**config.mk**
```make
export PLATFORM = sky130hd
export DESIGN_NAME = stepdir_counter
export DESIGN_NICKNAME = d
export VERILOG_FILES = /design/src/rtl/stepdir_counter.sv
export SDC_FILE = /design/constraint.sdc
export NUM_CORES = 1
export LEC_CHECK = 0
export CORE_ASPECT_RATIO = 0.5
export CORE_MARGIN = 3
export CORE_UTILIZATION = 40
export DETAILED_ROUTE_END_ITERATION = 10
export SETUP_SLACK_MARGIN = 0.02
export SYNTH_ARGS = -nofsm -noshare
export SYNTH_HDL_FRONTEND = slang
export SYNTH_SLANG_ARGS = --single-unit
```
**constraint.sdc**
```tcl
create_clock -name clk -period 6.7 [get_ports clk]
set_clock_uncertainty 0.05 [all_clocks]
set_input_delay 1.675 -clock clk [delete_from_list [all_inputs] [get_ports clk]]
set_output_delay 1.675 -clock clk [all_outputs]
set_load 0.005 [all_outputs]
```
**src/rtl/stepdir_counter.sv**
```systemverilog
// Step/dir pulse decoder: synchronises and glitch-filters the step and dir pins, then counts steps into a signed 32-bit position.
// Optional pulse period measurement is enabled by defining STEPDIR_COUNTER_PERIOD_EN.
module stepdir_counter #(
  parameter int FILTER_LEN = 4,
  parameter int DIR_SETUP  = 18,
  parameter int DIR_INVERT = 0,
  parameter int TIMEOUT    = 2700000
) (
  input  logic               clk,
  input  logic               rst,
  input  logic               step,
  input  logic               dir,
  input  logic               enable,
  input  logic               position_reset,
  output logic signed [31:0] position,
  output logic               step_pulse,
  output logic               dir_state,
  output logic               error,
  output logic        [31:0] period,
  output logic               period_valid
);

  localparam int   FCW = $clog2(FILTER_LEN + 1);
  localparam int   DTW = (DIR_SETUP < 1) ? 1 : $clog2(DIR_SETUP + 1);
  localparam logic INV = (DIR_INVERT != 0);

  if (FILTER_LEN < 1 || DIR_SETUP < 0 || TIMEOUT < 1) begin : g_param_chk
    $error("stepdir_counter: illegal parameter value");
  end

  // Bit 0 carries the step pin, bit 1 the dir pin.
  logic [1:0]     w_pin;
  logic [1:0]     r_sync1;
  logic [1:0]     r_sync2;
  logic [1:0]     r_filt;
  logic [FCW-1:0] r_fcnt [2];
  logic [1:0]     w_tgl;

  assign w_pin = {dir, step};

  always_comb begin
    w_tgl = '0;
    for (int unsigned i = 0; i < 2; i++) begin
      w_tgl[i] = (r_sync2[i] != r_filt[i]) && (r_fcnt[i] == FCW'(FILTER_LEN - 1));
    end
  end

  always_ff @(posedge clk) begin
    if (rst) begin
      r_sync1 <= '0;
      r_sync2 <= '0;
      r_filt  <= '0;
      for (int unsigned i = 0; i < 2; i++) begin
        r_fcnt[i] <= '0;
      end
    end else begin
      r_sync1 <= w_pin;
      r_sync2 <= r_sync1;
      for (int unsigned i = 0; i < 2; i++) begin
        if (r_sync2[i] == r_filt[i]) begin
          r_fcnt[i] <= '0;
        end else if (w_tgl[i]) begin
          r_filt[i] <= ~r_filt[i];
          r_fcnt[i] <= '0;
        end else begin
          r_fcnt[i] <= r_fcnt[i] + 1'b1;
        end
      end
    end
  end

  logic           r_step_d;
  logic [DTW-1:0] r_dtmr;
  logic           w_rise;
  logic           w_count;
  logic           w_dir_eff;
  logic           w_viol;

  assign w_rise    = r_filt[0] & ~r_step_d;
  assign w_count   = w_rise & enable;
  assign w_dir_eff = r_filt[1] ^ INV;
  assign w_viol    = (r_dtmr < DTW'(DIR_SETUP));

  // Setup timer restarts on the same edge the filtered dir toggles.
  always_ff @(posedge clk) begin
    if (rst) begin
      r_step_d <= 1'b0;
      r_dtmr   <= '0;
    end else begin
      r_step_d <= r_filt[0];
      if (w_tgl[1]) begin
        r_dtmr <= '0;
      end else if (w_viol) begin
        r_dtmr <= r_dtmr + 1'b1;
      end
    end
  end

  logic [31:0] r_position;
  logic        r_step_pulse;
  logic        r_dir_state;
  logic        r_error;
  logic [31:0] w_pos_base;
  logic [31:0] w_pos_next;

  always_comb begin
    w_pos_base = position_reset ? '0 : r_position;
    w_pos_next = w_dir_eff ? (w_pos_base + 32'd1) : (w_pos_base - 32'd1);
  end

  always_ff @(posedge clk) begin
    if (rst) begin
      r_position   <= '0;
      r_step_pulse <= 1'b0;
      r_dir_state  <= INV;
      r_error      <= 1'b0;
    end else begin
      r_step_pulse <= w_count;
      r_dir_state  <= w_dir_eff;
      if (position_reset) begin
        r_position <= w_count ? w_pos_next : '0;
        r_error    <= w_count & w_viol;
      end else if (w_count) begin
        r_position <= w_pos_next;
        if (w_viol) begin
          r_error <= 1'b1;
        end
      end
    end
  end

  assign position   = r_position;
  assign step_pulse = r_step_pulse;
  assign dir_state  = r_dir_state;
  assign error      = r_error;

`ifdef STEPDIR_COUNTER_PERIOD_EN
  localparam logic [31:0] TO = 32'(TIMEOUT);

  logic [31:0] r_pcnt;
  logic [31:0] r_period;
  logic        r_period_valid;
  logic        r_seen;

  // r_seen marks that a step has been counted since reset, disable or timeout.
  always_ff @(posedge clk) begin
    if (rst) begin
      r_pcnt         <= '0;
      r_period       <= '0;
      r_period_valid <= 1'b0;
      r_seen         <= 1'b0;
    end else if (!enable) begin
      r_pcnt         <= '0;
      r_period_valid <= 1'b0;
      r_seen         <= 1'b0;
    end else if (w_count) begin
      r_pcnt <= '0;
      r_seen <= 1'b1;
      if (r_seen) begin
        r_period       <= r_pcnt + 32'd1;
        r_period_valid <= 1'b1;
      end else begin
        r_period       <= '0;
        r_period_valid <= 1'b0;
      end
    end else if (r_pcnt == TO - 32'd1) begin
      r_pcnt         <= TO;
      r_period       <= '0;
      r_period_valid <= 1'b0;
      r_seen         <= 1'b0;
    end else if (r_pcnt != TO) begin
      r_pcnt <= r_pcnt + 32'd1;
    end
  end

  assign period       = r_period;
  assign period_valid = r_period_valid;
`else
  assign period       = '0;
  assign period_valid = 1'b0;
`endif

endmodule

```
== After elaboration in Yosys (flattened, before gate mapping) ==
Memories as Yosys holds them, arrays and structs flattened.
Index checks and enable logic that the tools add are counted.

* Register bits: 47
* Word-level logic and storage cells: 83
* Memories: 1
* Memory bits (writable): 6
* Input bits: 6
* Output and inout bits: 68
* Latch bits: 0
* ROM bits: 0

* Divide/modulo/power cells: 0
* Shifts and indexed selects: 0
* Multiply operators: 0
* Add/subtract/negate cells: 5
* Magnitude comparators: 1
* Equality and inequality tests: 6
* Reductions and logical operators: 8
* Bitwise logic cells: 14
* Multiplexer cells: 38

{| class="wikitable"
|+ Memories
! name !! depth !! width !! rd ports !! clocked after memory_dff !! write ports !! line !! RTL
|-
| r_fcnt || 2 || 3 || 2 || 0 || 2 || 36 || <nowiki>logic [FCW-1:0] r_fcnt [2];</nowiki>
|}

{| class="wikitable"
|+ Operators by type and width
! kind !! number
|-
| 2-to-1 mux 32 bit || 5
|-
| adder 32 x 1 -> 32 bit (second input constant) || 1
|-
| subtractor 32 x 1 -> 32 bit (second input constant) || 1
|-
| 2-to-1 mux 1 bit || 27
|-
| 2-to-1 mux 3 bit || 6
|-
| adder 3 x 1 -> 3 bit (second input constant) || 2
|-
| equality test 3 x 2 -> 1 bit (second input constant) || 2
|-
| bitwise OR 1 bit || 6
|-
| AND reduction 2 bit || 3
|-
| adder 5 x 1 -> 5 bit (second input constant) || 1
|-
| less-than comparator 5 bit (second input constant) || 1
|-
| inverter 1 bit || 5
|-
| nonzero test 2 bit || 2
|-
| bitwise AND 1 bit || 3
|-
| equality test 1 bit || 2
|-
| logical AND 1 bit || 2
|-
| inequality test 1 bit || 2
|-
| OR reduction 2 bit || 1
|}

== Longest topological paths before layout ==
Gate-level depths: netlist of run 1.
An unclocked memory read counts as a cell.

* Depth after elaboration: 9
* Depth in mapped cells: 14
* Mapped depth without buffers: 12

== Least setup slack after synthesis of run 1 ==
OpenSTA, ideal clock, no wires.

* Kind: in2reg
* From: in position_reset
* To: reg r_position[31] (netlist: position[31])
* Path buffers: 2
* Stages on the path: 13
* Setup time: 0.134 ns
* Data required time: 6.516 ns
* Path slack: 2.138 ns
* Data arrival time: 4.378 ns
* Cells stage by stage: buf_6 -> clkbuf_1 -> nor2b_1 -> ha_1 -> a21oi_1 -> a211oi_2 -> o311ai_2 -> a21oi_2 -> nor2_2 -> o311ai_1 -> nand3_1 -> mux2i_1 -> or4b_1

* Cells in the longest elaborated chain, start to end: 5
* Elaborated cells on any way between the ends: 8
* Those cells by class: add/sub (2); mux (5); reduce/logical (1)

{| class="wikitable"
|+ RTL lines
! item !! line !! RTL
|-
| start, declared || 14 || <nowiki>input logic position_reset,</nowiki>
|-
| 2-to-1 mux 32 bit || 107 || <nowiki>w_pos_base = position_reset ? '0 : r_position;</nowiki>
|-
| subtractor 32 x 1 -> 32 bit or adder 32 x 1 -> 32 bit (tied branches) || 108 || <nowiki>w_pos_next = w_dir_eff ? (w_pos_base + 32'd1) : (w_pos_base - 32'd1);</nowiki>
|-
| 2-to-1 mux 32 bit || 108 ||
|-
| 2-to-1 mux 32 bit (on tied branches) || 123, 121 ||
|-
| 2-to-1 mux 32 bit || 120 || <nowiki>if (position_reset) begin</nowiki>
|-
| end signal, assigned || 121 || <nowiki>r_position <= w_count ? w_pos_next : '0;</nowiki>
|-
| end signal, assigned || 124 || <nowiki>r_position <= w_pos_next;</nowiki>
|-
| end, declared || 99 || <nowiki>logic [31:0] r_position;</nowiki>
|}

Parallel ways exist; a longest one is shown, timed or not. The select of a mux whose other input is x is not followed.
A chain may end at the register's enable or synchronous reset.

== Worst setup path in the final report of run 1 ==
Same ends and word-level chain as after synthesis.

==> reports/results.ini, run 1 <==
[die]
row_count=25
ios=74
coreArea_um2=9790
die-area_um2=11800
die_h_um=78.3
die-width_um=151
start_util_pct=42.7

[setup_path]
path_buf_inv=1
r2r_start=r_filt[1]$_SDFFE_PP0P_
worst_setup_path_start_kind=primary input
reg2reg_slack_ns=3.03
critPathArrivalTime_ns=5.48
crit_fanout=23
cp-startpoint=position_reset
cp.required_ns=6.83
cp-end-kind=flop
critPathKind=in -> reg
reg2reg_depth=11
cp_slowest_cell=clkdlybuf4s50_1
worst-path-stages=12
r2r-end=position[31]$_SDFFE_PP0P_
crit_family=compound AO/OA/AOI/OAI gates
crit_chain=clkdlybuf4s50_1 > nor2b_1 > ha_1 > a21oi_1 > a211oi_2 > o311ai_2 > a21oi_2 > nor2_2 > o311ai_1 > nand3_1 > mux2i_1 > or4b_1
setup.worst_path.end=position[31]$_SDFFE_PP0P_
max_stage_delay_ns=1.08

[grt]
grt_max_degree=55
grt_first_pass_wirelength_um=16000
antenna_found_initial=0
grt_util_all_layers_pct=16.3
grt_pass1_vias=3370
gr-total-overflow=0

[detailed_routing]
num_vias=3521
drt_iter0_drc=159
ant_nets=0
post-route-drc-count=0
routed_wl_um=9360
dr.pass1.iters=4
vias_per_cell=5.08
wl_per_cell_um=13.5

[finish]
area_growth_pct=12.1
antenna_cells=0
multi_input_comb_area_um2=2770
n_fill_cell=981
drive_gt1_share_pct=4.84
final_nets=603
final_cell_area_um2=4690
final_cells=693
regArea_um2=1120

[sta]
drv_slew=0
rsz0062_at_grt=no
min_period_over_period_pct=79.8
whs_ns=0.387
tns_ns=0
setup_ws_ns=1.35
fmax_ghz=0.187
setup_viol=0
period_needed_ns=5.35
worstMarginPinSlew_ns=0.933
hold_viol=0
slew_headroom_pct=37.6

[synthesis]
yosysWarnings=0
yosysSeqAreaShare_pct=26.8
yosys.area.top_type=dfxtp_1
synth_area_leaders=dfxtp_1, ha_1, a21oi_1, buf_4, nand2_1
syn_avg_cell_area_um2=7.97
synth_cell_type_count=62
yosysTopAreaCellShare_pct=22.5
synth_area_um2=4180
post_synth_inst_count=525
synthArstFlopShare_pct=0
yosys_most_used_dff=dfxtp_1
synth-seq-cells=53
synth_edf_count=6

[power]
p_seq_share_pct=50.0
p_sw_w=0.000170
p_int_w=0.000487
p_leak_nw=2.05
power_frac_clock_pct=41.3
comb_power_share_pct=8.6
power_density_nw_per_um2=140
p_sw_share_pct=25.8
ir_drop_mv=0.0889

[cts]
hold_buffers=0
cts_tree=built
cts_max_level=2
clock_path_buffers=2
worstSkewPairLatency_ns=0.30
clkTransAtPathRegs_ns=0.08
ctsResizeCount=0
cts_root_buffer=clkbuf_16
numCtsBuffers=5
cts_sinks=53
postCtsSetupBuffers=0

[flow_run]
drv_cap=0

[placed_design]
dp_hpwl_um=6610
dp_cells=685
dp_slack_ns=1.04
placed_cell_area_um2=4540
gp_congestion=0.852
portBuffers=40

[status]
status=finished clean

[worst_hold_path]
hold_path_class=reg -> reg

-- final cells by class --
class / instances / share of cell area, %
Tap cell: 135 / 3.60
Timing Repair Buffer: 45 / 9.23
Clock inverter: 3 / 0.534
Inverter: 12 / 0.961
Multi-Input combinational cell: 440 / 59.1
Clock buffer: 5 / 2.67
Sequential cell: 53 / 23.9
-- through the flow --
step / power (W) / utilization [%]
after global placement: 0.000392 / 46.4
final: 0.000657 / 47.9
after CTS: 0.000667 / 47.9
after global routing: 0.000687 / 47.9
after floorplan: 0.000393 / -
after detailed placement: 0.000392 / 46.4
-- layer usage --
layer / global-route usage [%] / vias to the layer above / wire, um
li1: - / 1841 / -
met1: 23.3 / 1601 / 5070
met2: 25.7 / 69 / 3840
met3: 3.17 / 10 / 359
met4: 3.35 / 0 / 98
met5: 0 / - / 0
-- power by group through the flow --
stage | Clock (W) | Combinational (W) | Sequential [W]
final | 0.000272 | 0.0000566 | 0.000329
after global routing | 0.000291 | 0.0000657 | 0.000329
after CTS | 0.000281 | 0.0000565 | 0.000329
after detailed placement | 0 | 0.0000562 | 0.000336
after global placement | 0 | 0.0000557 | 0.000336
after floorplan | 0 | 0.0000576 | 0.000336
-- cell usage in the layout (no fill, tap or decap), types with 14 or more instances in the layout --
cell and n:
conb_1 39, nand2_1 65, nor2b_1 35, ha_1 39, a21oi_1 54, nand3_1 15
dfxtp_1 47, a21o_1 14, clkdlybuf4s50_1 39, nor2_1 37
-- Yosys cell counts, types with 3 or more instances --
master	count
o21ai_0	13
nand2b_1	7
nor3_1	11
buf_1	4
mux2i_1	6
xnor2_1	11
a21o_1	14
clkbuf_1	12
o41ai_1	4
a31oi_1	7
inv_1	12
a21oi_1	54
or3_1	5
buf_4	34
nand2_1	65
and3_1	6
o21a_1	3
a211oi_1	5
nand3_1	15
ha_1	39
o31ai_1	4
nor2b_1	35
xor2_1	13
clkbuf_2	3
dfxtp_1	47
buf_6	3
nor2_1	37
nand4_1	6
edfxtp_1	6
a31o_2	4
-- how the worst min path moves through the flow --
stage,startpoint,to,slack [ns],cells past startpoint
floorplan,r_sync1[0]$_SDFF_PP0_,r_sync2[0]$_SDFF_PP0_,0.36,1
global placement,r_sync1[1]$_SDFF_PP0_,r_sync2[1]$_SDFF_PP0_,0.37,1
detailed placement,r_sync1[1]$_SDFF_PP0_,r_sync2[1]$_SDFF_PP0_,0.37,1
CTS,r_sync1[1]$_SDFF_PP0_,r_sync2[1]$_SDFF_PP0_,0.39,1
global route,r_sync1[1]$_SDFF_PP0_,r_sync2[1]$_SDFF_PP0_,0.41,1
finish,r_sync1[1]$_SDFF_PP0_,r_sync2[1]$_SDFF_PP0_,0.39,1
-- state kept, by name (all words and copies together), names as in the netlist --
signal	count
dir_state	1
error	1
position	32
r_dtmr	5
r_fcnt	6
r_filt	2
r_step_d	1
r_sync1	2
r_sync2	2
step_pulse	1
-- logic make-up after synthesis --
logic type	Yosys count	synth area share [%]
xor+xnor	24	5.03
mux	6	1.44
fa+ha+maj	40	12.1
other cells	2	0.180
simple gates	203	24.5
flops	53	26.8
compound gates	128	19.6
buf+inv	69	10.3
(Power assumes the default switching activity.)
==> run 2: changes to the inputs <==
clock period = 5.45 ns   (was 6.7 ns; I/O delays follow)
==> run 2 against run 1 <==
Effect of this change:
- combinational power increased by 24%
- sequential power is 23% higher
- utilization grew 0.077 points
==> reports/results.ini, run 2 (synthesis gave the netlist of run 1 again) <==
[status]
status=finished clean

[detailed_routing]
wl_met2_um=3930  ; +2.5%
dr.pass1.iters=4  ; unchanged
dr_wl_met3_um=363  ; +1.1%
ant_nets=0  ; unchanged
post-route-drc-count=0  ; unchanged
vias_per_cell=5.08  ; about the same
num_vias=3528  ; +0.20%
wl_per_cell_um=13.5  ; about the same
drt_iter0_drc=124  ; -22%
routed_wl_um=9380  ; +0.19%
highest_layer=met4
wl_met1_um=5030  ; -0.71%

[die]
die-area_um2=11800  ; unchanged
start_util_pct=42.7  ; unchanged
ios=74  ; unchanged
die-width_um=151  ; unchanged
row_count=25  ; unchanged
coreArea_um2=9790  ; unchanged
die_h_um=78.3  ; unchanged

[sta]
rsz0062_at_grt=no
min_period_over_period_pct=85.0
drv_slew=0  ; unchanged
hold_viol=0  ; unchanged
setup_viol=0  ; unchanged
period_needed_ns=4.63
slew_headroom_pct=59.8  ; +22 points
whs_ns=0.403  ; +0.0154 ns
tns_ns=0  ; unchanged
fmax_ghz=0.216
worstMarginPinSlew_ns=0.598  ; -0.335 ns

[grt]
grt_first_pass_wirelength_um=15700  ; -2.3%
grt_util_all_layers_pct=16.0  ; -0.33 points
grt_pass1_vias=3255  ; -3.4%
gr-total-overflow=0  ; unchanged
grt_max_degree=40  ; -27%
antenna_found_initial=0  ; unchanged

[setup_path]
r2r-end=position[31]$_SDFFE_PP0P_
cp.required_ns=5.58  ; -1.25 ns
worst_setup_path_start_kind=primary input
reg2reg_slack_ns=1.92  ; -1.11 ns
r2r_start=r_filt[1]$_SDFFE_PP0P_
setup.worst_path.end=position[31]$_SDFFE_PP0P_
reg2reg_depth=11  ; unchanged
crit_fanout=14  ; -39%
critPathArrivalTime_ns=4.76  ; -0.72 ns
cp-startpoint=position_reset
critPathKind=in -> reg
cp-end-kind=flop

[finish]
area_growth_pct=12.3
largest_reg_flops=32  ; unchanged
layout_common_cells=nand2_1, a21oi_1, dfxtp_1
final_nets=604  ; +0.17%
drive_gt1_share_pct=5.01  ; +0.17 points
antenna_cells=0  ; unchanged
layout_commonest_cell=nand2_1
fin_util_pct=48.0  ; +0.077 points

[cts]
cts_max_level=2  ; unchanged
postCtsSetupBuffers=0  ; unchanged
clkTransAtPathRegs_ns=0.08  ; about the same
cts_tree=built
hold_buffers=0  ; unchanged
cts_sinks=53  ; unchanged
ctsResizeCount=0  ; unchanged
cts_root_buffer=clkbuf_16
numCtsBuffers=5  ; unchanged
worstSkewPairLatency_ns=0.30  ; about the same
clock_path_buffers=2  ; unchanged

[power]
p_leak_nw=2.06  ; +0.20%
finalPower_w=0.000809  ; +23%
ir_drop_mv=0.0947  ; +6.5%
power_density_nw_per_um2=172  ; +23%

[worst_hold_path]
hold_path_class=reg -> reg

[placed_design]
dp_hpwl_um=6750  ; +2.1%
portBuffers=40  ; unchanged
gp_congestion=0.868  ; +1.9%

[flow_run]
drv_cap=0  ; unchanged

## run 2: changes by cell type in the layout (fill, tap and decap cells not counted), sizes merged
cell and change:
buf +1
## run 2: metrics by stage
step	instance area, um^2	instances	worst slack (ns)
after global routing	4700	694	0.548
after global placement	4550	686	0.520
after detailed placement	4550	686	0.485
after CTS	4700	694	0.802
final	4700	694	0.818
after floorplan	4320	562	1.20
## run 2: layout make-up
type / count / area, um^2
fill: 979 / 5090
multi-input combinational: 440 / 2770
sequential: 53 / 1120
timing repair buffer: 46 / 440
tap: 135 / 169
clock buffer: 5 / 125
inverter: 12 / 45.0
clock inverter: 3 / 25.0
## run 2: where the power goes
part	switching (W)	total, W	internal [W]	leakage [nW]
logic	0.0000445	0.0000701	0.0000255	1.54
clock network	0.000161	0.000335	0.000173	0.0704
registers	0.00000383	0.000404	0.000400	0.442
total	0.000210	0.000809	0.000599	2.06
## run 2: how the worst min path moves through the flow
stage | from | end | slack [ns] | cells past startpoint
floorplan | r_sync1[0]$_SDFF_PP0_ | r_sync2[0]$_SDFF_PP0_ | 0.36 | 1
global placement | r_sync1[1]$_SDFF_PP0_ | r_sync2[1]$_SDFF_PP0_ | 0.37 | 1
detailed placement | r_sync1[0]$_SDFF_PP0_ | r_sync2[0]$_SDFF_PP0_ | 0.39 | 1
CTS | r_sync1[0]$_SDFF_PP0_ | r_sync2[0]$_SDFF_PP0_ | 0.41 | 1
global route | r_sync1[0]$_SDFF_PP0_ | r_sync2[0]$_SDFF_PP0_ | 0.42 | 1
finish | r_sync1[1]$_SDFF_PP0_ | r_sync2[1]$_SDFF_PP0_ | 0.40 | 1
## run 2: routing by layer
| metal | global-route usage [%] | up-vias |
|---|---|---|
| met5 | 0 | - |
| met4 | 3.16 | 0 |
| met3 | 3.46 | 5 |
| met2 | 25.0 | 70 |
| met1 | 22.8 | 1601 |
| li1 | - | 1852 |
## run 2: critical path, cell delays in order
cell and delay (ns):
clkdlybuf4s50_1 0.81, nand2b_1 0.24, inv_1 0.08, ha_1 0.31, nand4b_4 0.10, a211oi_2 0.25, o311ai_2 0.15, a21oi_2 0.27
nor2_2 0.09, o311ai_1 0.28, nand3_1 0.18, mux2i_1 0.14, or4b_1 0.50
==> run 3: changes to the inputs <==
PLACE_DENSITY = 0.66   (was unset)
clock period = 3.8 ns   (was 5.45 ns; I/O delays follow)
==> run 3 against run 2 <==
Effect of this change:
- die area unchanged
- first-iteration DRC count increased by 110%
- combinational power increased by 68%
- register-to-register slack got worse by 1.4 ns
- utilization increased by 6.1 points
- final cell count increased by 11%
- flip-flop and latch count unchanged
- sequential power increased by 43%
- count of clock-buffer cells in the layout unchanged
- setup slack got worse by 0.69 ns
- design area increased by 13%
- global-route usage increased by 1.7 points
==> reports/results.ini, run 3 (synthesis gave the netlist of run 1 again) <==
[status]
status=finished clean

[setup_path]
worst_setup_path_start_kind=primary input
critPathArrivalTime_ns=3.80  ; -0.96 ns
cp-end-kind=flop
cp.required_ns=3.93  ; -1.65 ns
reg2reg_slack_ns=0.48  ; -1.44 ns
r2r_start=r_filt[1]$_SDFFE_PP0P_
critPathKind=in -> reg
crit_fanout=9  ; -5
r2r-end=position[30]$_SDFFE_PP0P_
reg2reg_depth=12  ; +1

[grt]
grt_pass1_vias=3742  ; +15%
grt_first_pass_wirelength_um=17400  ; +11%
antenna_found_initial=0  ; unchanged
grt_util_all_layers_pct=17.7  ; +1.7 points
grt_max_degree=42  ; +5.0%
gr-total-overflow=0  ; unchanged

[placed_design]
dp_hpwl_um=7600  ; +13%
dp_slack_ns=-0.471  ; -0.956 ns
gp_congestion=0.882  ; +1.6%
portBuffers=40  ; unchanged

[sta]
hold_viol=0  ; unchanged
slew_headroom_pct=58.2  ; -1.6 points
fmax_ghz=0.272
min_period_over_period_pct=96.7
drv_slew=0  ; unchanged
setup_viol=0  ; unchanged
period_needed_ns=3.68
setup_ws_ns=0.125  ; -0.693 ns
rsz0062_at_grt=yes
worstMarginPinSlew_ns=0.627  ; +0.0290 ns

[finish]
area_growth_pct=26.7
final_nets=678  ; +12%
drive_gt1_share_pct=17.2  ; +12 points
layout_commonest_cell=buf_4
largest_reg_flops=32  ; unchanged
layout_common_cells=buf_4, nand2_1, a21oi_1
n_fill_cell=954  ; -2.6%
antenna_cells=0  ; unchanged
fin_util_pct=54.1  ; +6.1 points

[detailed_routing]
dr.pass1.iters=4  ; unchanged
post-route-drc-count=0  ; unchanged
dr_wl_met3_um=592  ; +63%
highest_layer=met4
wl_met1_um=4970  ; -1.2%
drt_iter0_drc=259  ; +110%
vias_per_cell=5.07  ; -0.26%
wl_met2_um=4500  ; +14%
routed_wl_um=10100  ; +8.1%
wl_per_cell_um=13.2  ; -2.3%
ant_nets=0  ; unchanged
num_vias=3894  ; +10%

[die]
row_count=25  ; unchanged
start_util_pct=42.7  ; unchanged
ios=74  ; unchanged
die-width_um=151  ; unchanged
die_h_um=78.3  ; unchanged
coreArea_um2=9790  ; unchanged
die-area_um2=11800  ; unchanged

[worst_hold_path]
holdPathEnd=r_sync2[1]$_SDFF_PP0_
holdCritStartpoint=r_sync1[1]$_SDFF_PP0_
hold_path_class=reg -> reg
holdPathStages=1  ; unchanged

[cts]
cts_tree=built
cts_root_buffer=clkbuf_16
worstSkewPairLatency_ns=0.30  ; about the same
cts_max_level=2  ; unchanged
hold_buffers=0  ; unchanged
cts_sinks=53  ; unchanged
numCtsBuffers=5  ; unchanged
clock_path_buffers=2  ; unchanged
clkTransAtPathRegs_ns=0.07  ; about the same

[flow_run]
drv_cap=0  ; unchanged

[power]
ir_drop_mv=0.162  ; +71%
p_leak_nw=2.41  ; +17%
power_density_nw_per_um2=221  ; +29%
finalPower_w=0.00117  ; +45%

-- run 3: cell types whose count changed in the layout (fill, tap and decap cells not counted), sizes merged --
cell,delta
dlygate4sd2,+1
buf,+74
clkdlybuf4s50,-1
-- run 3: area by class of cell --
type / instances / area, um^2 / area share (%)
Timing Repair Buffer: 120 / 998 / 18.8
Multi-Input combinational cell: 440 / 2820 / 53.1
Tap cell: 135 / 169 / 3.19
Inverter: 12 / 45.0 / 0.850
Clock buffer: 5 / 125 / 2.36
Sequential cell: 53 / 1120 / 21.2
Clock inverter: 3 / 25.0 / 0.472
-- run 3: worst max-delay path: stages --
cell and delay (ns):
dlygate4sd2_1 0.27, buf_6 0.16, nor2b_1 0.07, ha_1 0.37
nand4b_4 0.12, a211oi_2 0.29, o311ai_2 0.15, a21oi_2 0.24
nor2_2 0.09, o311ai_2 0.30, nand3_2 0.14, mux2i_1 0.13
or4b_1 0.51
-- run 3: how the worst max path moves through the flow --
stage	startpoint	endpoint
after floorplan	position_reset	position[31]$_SDFFE_PP0P_
after global placement	position_reset	position[31]$_SDFFE_PP0P_
after detailed placement	position_reset	position[31]$_SDFFE_PP0P_
after CTS	position_reset	position[31]$_SDFFE_PP0P_
after global routing	position_reset	position[31]$_SDFFE_PP0P_
final	position_reset	position[31]$_SDFFE_PP0P_
-- run 3: metal layers --
layer / GRT usage (%) / vias to the layer above
li1: - / 2002
met3: 3.40 / 8
met1: 24.0 / 1797
met2: 29.7 / 87
met4: 3.25 / 0
met5: 0 / -
-- run 3: metrics by stage --
step / instances / instance area (um^2) / hold slack [ns] / TNS [ns]
floorplan: 562 / 4320 / 0.364 / 0
global placement: 758 / 5090 / 0.376 / -2.09
detailed placement: 758 / 5090 / 0.404 / -2.96
CTS: 766 / 5240 / 0.415 / 0
global route: 768 / 5300 / 0.426 / -0.0232
finish: 768 / 5300 / 0.412 / 0
-- run 3: where the power goes --
part | total (W) | switching, W | internal [W]
sequential | 0.000579 | 0.00000543 | 0.000574
clock | 0.000476 | 0.000227 | 0.000248
combinational | 0.000118 | 0.0000677 | 0.0000502
total | 0.00117 | 0.000300 | 0.000873
-- run 3: timing repair --
item | 4_1_cts | 5_1_grt
pin swaps | 4 | 4
endpoints found under the setup margin | 3 | 4
resized for setup | 2 | 7
setup buffers | 0 | 2
